===== config.mk =====
export PLATFORM = sky130hd
export DESIGN_NAME = bitlogic_pipe
export DESIGN_NICKNAME = d
export VERILOG_FILES = /design/src/rtl/bitlogic_pipe.sv
export SDC_FILE = /design/constraint.sdc
export NUM_CORES = 1
export LEC_CHECK = 0
export ABC_AREA = 1
export CORE_UTILIZATION = 50
export CTS_BUF_LIST = sky130_fd_sc_hd__clkbuf_4
export DETAILED_ROUTE_END_ITERATION = 12
export HOLD_SLACK_MARGIN = 0.03
export PLACE_DENSITY = 0.88
export SETUP_SLACK_MARGIN = 0.05
export SYNTH_ARGS = -nofsm -noshare
export SYNTH_HDL_FRONTEND = slang
export SYNTH_SLANG_ARGS = --single-unit

===== constraint.sdc =====
create_clock -name clk -period 4.8 [get_ports clk]
set_input_delay 0.96 -clock clk [delete_from_list [all_inputs] [get_ports clk]]
set_output_delay 0.96 -clock clk [all_outputs]
set_load 0.01 [all_outputs]

===== src/rtl/bitlogic_pipe.sv =====
// bitlogic_pipe: two-stage registered bitwise logic unit with valid/ready handshake,
// zero/parity flags and a count of completed output transfers.
module bitlogic_pipe #(
    parameter int WIDTH = 8
) (
    input  logic             clk,
    input  logic             rst_n,
    input  logic             in_valid,
    output logic             in_ready,
    input  logic [2:0]       in_op,
    input  logic [WIDTH-1:0] in_a,
    input  logic [WIDTH-1:0] in_b,
    output logic             out_valid,
    input  logic             out_ready,
    output logic [WIDTH-1:0] out_data,
    output logic [2:0]       out_op,
    output logic             out_zero,
    output logic             out_parity,
    output logic [15:0]      op_count
);
    logic             s1_valid_q, s1_valid_d;
    logic [2:0]       s1_op_q;
    logic [WIDTH-1:0] s1_a_q, s1_b_q;
    logic             s2_valid_q, s2_valid_d;
    logic [2:0]       s2_op_q;
    logic [WIDTH-1:0] s2_data_q, res_d;
    logic             s2_zero_q, s2_parity_q;
    logic [15:0]      count_q, count_d;
    logic             s2_free, s1_adv, in_xfer, out_xfer;

    assign s2_free  = !s2_valid_q || out_ready;
    assign s1_adv   = s1_valid_q && s2_free;
    assign in_ready = rst_n && (!s1_valid_q || s2_free);
    assign in_xfer  = in_valid && in_ready;
    assign out_xfer = s2_valid_q && out_ready;

    always_comb begin
        res_d = '0;
        case (s1_op_q)
            3'b000: res_d = s1_a_q & s1_b_q;
            3'b001: res_d = s1_a_q | s1_b_q;
            3'b010: res_d = s1_a_q ^ s1_b_q;
            3'b011: res_d = ~(s1_a_q ^ s1_b_q);
            3'b100: res_d = ~(s1_a_q & s1_b_q);
            3'b101: res_d = ~(s1_a_q | s1_b_q);
            3'b110: res_d = ~s1_a_q;
            default: res_d = s1_a_q;
        endcase
    end

    always_comb begin
        s1_valid_d = in_xfer || (s1_valid_q && !s1_adv);
        s2_valid_d = s1_adv || (s2_valid_q && !out_ready);
        count_d    = out_xfer ? count_q + 16'd1 : count_q;
    end

    always_ff @(posedge clk) begin
        if (!rst_n) begin
            s1_valid_q  <= 1'b0;
            s1_op_q     <= '0;
            s1_a_q      <= '0;
            s1_b_q      <= '0;
            s2_valid_q  <= 1'b0;
            s2_op_q     <= '0;
            s2_data_q   <= '0;
            s2_zero_q   <= 1'b1;
            s2_parity_q <= 1'b0;
            count_q     <= '0;
        end else begin
            s1_valid_q <= s1_valid_d;
            s2_valid_q <= s2_valid_d;
            count_q    <= count_d;
            if (in_xfer) begin
                s1_op_q <= in_op;
                s1_a_q  <= in_a;
                s1_b_q  <= in_b;
            end
            if (s1_adv) begin
                s2_op_q     <= s1_op_q;
                s2_data_q   <= res_d;
                s2_zero_q   <= (res_d == '0);
                s2_parity_q <= ^res_d;
            end
        end
    end

    assign out_valid  = s2_valid_q;
    assign out_data   = s2_data_q;
    assign out_op     = s2_op_q;
    assign out_zero   = s2_zero_q;
    assign out_parity = s2_parity_q;
    assign op_count   = count_q;
endmodule

==> reports/metrics.sh <==
GP_CONGESTION=0.908
MAX_CAP_VIOL_COUNT=0
POST-ROUTE-PERIOD-UTIL_PCT=69.4
ROWS=27
WORSTHOLDSTART='s1_valid_q'
SYNTHESIS.AREA_PER_INSTANCE_UM2=6.81
PLACE.PORT_BUFFERS=53
IO_PINS=54
SYNTH-SEQ-AREA-SHARE_PCT=34.2
LARGEST_FAMILY_OF_LOGIC_CELLS_BY_SYNTHESIZED_AREA='simple AND/OR/NAND/NOR gates'
RSZ0062_AT_GRT='false'
CRITICAL_PATH.ENDPOINT_TYPE='primary output'
WORST_SLEW_MARGIN_REL_PCT=41.0
TIMING_WORST_SLEW_PIN_VALUE_NS=0.884
NETLIST_AREA_MM2=0.00293
SLOWEST_DELAY_NS=0.53
CLKTRANSATPATHREGS_NS=0.15
ANTENNA_LEFT=0
POST_SYNTH_INST_COUNT=430
ROUTED-VIA-COUNT=2945
FINAL-SEQ-AREA_MM2=0.00100
MIN_PATH_TYPE='reg2reg'
ROUTED_WIRE_LENGTH_PER_INSTANCE_UM=12.4
CTS_HOLD_BUFFERS=0
SETUP_VIOLATIONS=0
POST_ROUTE_SETUP_SLACK_NS=1.47
SYNTH_FA_HA_AREA_SHARE_PCT=8.97
WORST-ENDPOINT-ARRIVAL_NS=2.37
SYNTH-COMPOUND-AREA-SHARE_PCT=11.1
P_LEAK_uW=0.00156
SETUP.WORST_PATH.START='rst_n'
LAYOUT_MIN_CYCLE_TIME_NS=3.33
FLOORPLAN.INITIALDENSITY_PCT=52.5
YS_SEQ_ELEMENTS=50
ANTENNA_VIOLATIONS_BEFORE_REPAIR=0
DRT-PASS1-ITER-COUNT=5
POST_SYNTH_SIMPLE_GATE_AREA_PCT=34.0
YOSYSWARNINGCOUNT=0
NUMBER_OF_CLOCK_SINKS=50
SYNTH_MOST_COMMON_CELL='nand2_1'
PLACEABLECOREAREA_MM2=0.00557
ACHIEVABLE-FREQUENCY_GHz=0.300
POST_SYNTH_MOST_FREQUENT_CELLS='89 x nand2_1, 64 x nor2_1, 57 x inv_1, 50 x dfxtp_1, 30 x nand3_1'
CRIT_PATH_FREQUENT_CELL='clkdlybuf4s50_1'
FINAL.SETUP_SKEW_NS=0.0160
PLACE_WORST_SETUP_SLACK_NS=1.49
GR-USAGE-ALL-LAYERS_PCT=23.3
CTS_REPAIR_RESIZE_COUNT=0
START_KIND='input pin'
CRITICAL_PATH.TOP_DELAY_FAMILY='buffers and inverters'
POWER-PER-CELL-AREA_mW_PER_MM2=254
AREA_OF_THE_MULTI_INPUT_GATES_MM2=0.00162
LAYOUT_FILLERS=497
ROUTE.FINAL.WIRE_LENGTH_UM=6790
WORSTPATHMAXFANOUT=24
FLOORPLAN.DIE.HEIGHT_UM=78.5
REPORT.FINAL.SLEW_VIOL_COUNT=0
CRITICAL_PATH.REG2REG.STARTPOINT='s1_op_q[2]'
GRT_PASS1_VIAS=2646
FIRST_PASS_GRT_WIRE_LENGTH_UM=11600
XOR_XNOR_SHARE_OF_THE_SYNTHESIZED_AREA_PCT=1.20
CP_CELL_INSTANCES='clkdlybuf4s50_1, buf_4, nand2_1, inv_1, clkdlybuf4s50_1'
YOSYSUNIQUECELLTYPES=27
SLOWEST_STAGE_CELL_CRIT_PATH='clkdlybuf4s50_1'
GRT_MAX_DEGREE=39
FINALSETUPTNS_NS=0
SYNTH.MUX.AREA_FRACTION_PCT=0
TIMING.CRITICAL_PATH.BUF_INV=4
CRITICALPATHCATEGORY='in2out'
FINALNETCOUNT=518
SYNTH.TOP_CELLS.BY_AREA='dfxtp_1 34%, nand2_1 11%, ha_1 9.0%'
DOMINANTREGCELLSYNTH='dfxtp_1'
WORSTSKEWPAIRLATENCY_NS=0.40
IR_DROP_mV=0.126
POST-ROUTE-DRC-COUNT=0
INSTANCE_AREA_AT_PLACEMENT_MM2=0.00348
TRITONCTS='yes'
SYNTHDOMINANTAREACELLTYPE='dfxtp_1'
HTREEDEPTH=2
CLOCKROOTBUFFER='clkbuf_4'
REQUIRED_NS=3.84
FIN_AREA_MM2=0.00355
DP_HPWL_UM=4880
STATUS='completed'
SYNTH_ENABLE_FLOP_CELLS=0
FLOW.AREA_GROWTH_FROM_SYNTHESIS_PCT=21.2
CHIPWIDTH_UM=78.5
FINAL_HOLD_VIOL_COUNT=0
GRT_REMAINING_OVERFLOW=0
DRT-VIAS-PER-INSTANCE=5.38
INSERTEDDIODECOUNT=0
SYNTH-ASYNC-RESET-RATIO_PCT=0
SYNTH_LARGEST_TYPE_AREA_FRACTION_PCT=34.2
SYN_NETS=474
CLOCK_TREE.BUFFER_DEPTH=2
NUMCTSBUFFERS=5
DETAILEDROUTE.FIRSTITERATIONVIOLATIONS=261
POST-CTS-SETUP-BUFFERS=0
DRIVE_ABOVE_1_SHARE_PCT=4.21
DIEAREA_MM2=0.00617
[worst paths after layout]
check | cells past startpoint | end | slack (ns)
worst max-delay path | 5 | in_ready | 1.47
worst min-delay path | 2 | out_valid | 0.49
worst max register to register | 10 | out_parity | 1.87
worst min register to register | 2 | out_valid | 0.49
[kinds of logic (layout without fill, tap and decap cells)]
kind of cell / count (synthesis) / after routing
xor gates and xnor gates: 4 / 4
buffers and inverters: 78 / 123
AOI/OAI and AO/OA: 54 / 54
adders and majority gates: 21 / 21
and+or+nand+nor: 223 / 223
DFF: 50 / 50
[placed cells by master, fill, tap and decap left out, types with 5 or more instances in the layout]
| master | netlist | routed |
|---|---|---|
| nand2_1 | 89 | 89 |
| ha_1 | 21 | 21 |
| nand4_1 | 19 | 19 |
| o21ai_0 | 20 | 20 |
| nand3b_1 | 9 | 9 |
| clkbuf_4 | 0 | 5 |
| inv_1 | 57 | 57 |
| clkdlybuf4s50_1 | 0 | 53 |
| nand3_1 | 30 | 30 |
| nor2_1 | 64 | 63 |
| a21oi_1 | 12 | 12 |
| nor3_1 | 5 | 5 |
| dfxtp_1 | 50 | 50 |
| o31ai_1 | 18 | 18 |
[final cells by class]
cell class / count / area share (%)
Clock inverter: 3 / 0.811
Timing Repair Buffer: 55 / 15.4
Tap cell: 72 / 2.54
Inverter: 60 / 6.35
Clock buffer: 5 / 1.06
Multi-Input combinational cell: 302 / 45.7
Sequential cell: 50 / 28.2
[flip-flops by register name, summed over array words and instances, names as in the netlist]
register,flops
op_count,16
out_data,8
out_op,3
out_parity,1
out_valid,1
out_zero,1
s1_a_q,8
s1_b_q,8
s1_op_q,3
s1_valid_q,1
[routing by layer]
metal	global-route usage (%)	share of wire [%]
met1	28.3	44
met2	40.2	48
met3	4.42	6.3
met5	0	0
met4	9.07	1.6
[worst reg2reg max path: stages, from the launching register on]
cell and delay, ns:
dfxtp_1 0.84, inv_2 0.41, nor2_1 0.51, nand2_1 0.11
nand3_1 0.14, inv_1 0.05, ha_1 0.30, xor2_1 0.18
xnor2_1 0.12, o21ai_0 0.13, inv_1 0.05
[power by group]
group	switching, uW	internal, uW	leakage [uW]
Combinational	120	98.5	0.00112
Clock	158	64.0	0.0000377
Sequential	22.8	438	0.000410
[per-stage QoR]
stage / hold slack, ns / utilization, % / power (uW) / std cells
after floorplan: 0.451 / - / 613 / 430
after global placement: 0.456 / 62.5 / 676 / 539
final: 0.489 / 63.7 / 901 / 547
after global routing: 0.511 / 63.7 / 949 / 547
after detailed placement: 0.471 / 62.5 / 685 / 539
after CTS: 0.495 / 63.7 / 902 / 547
Power figures use the tool's default switching activity.
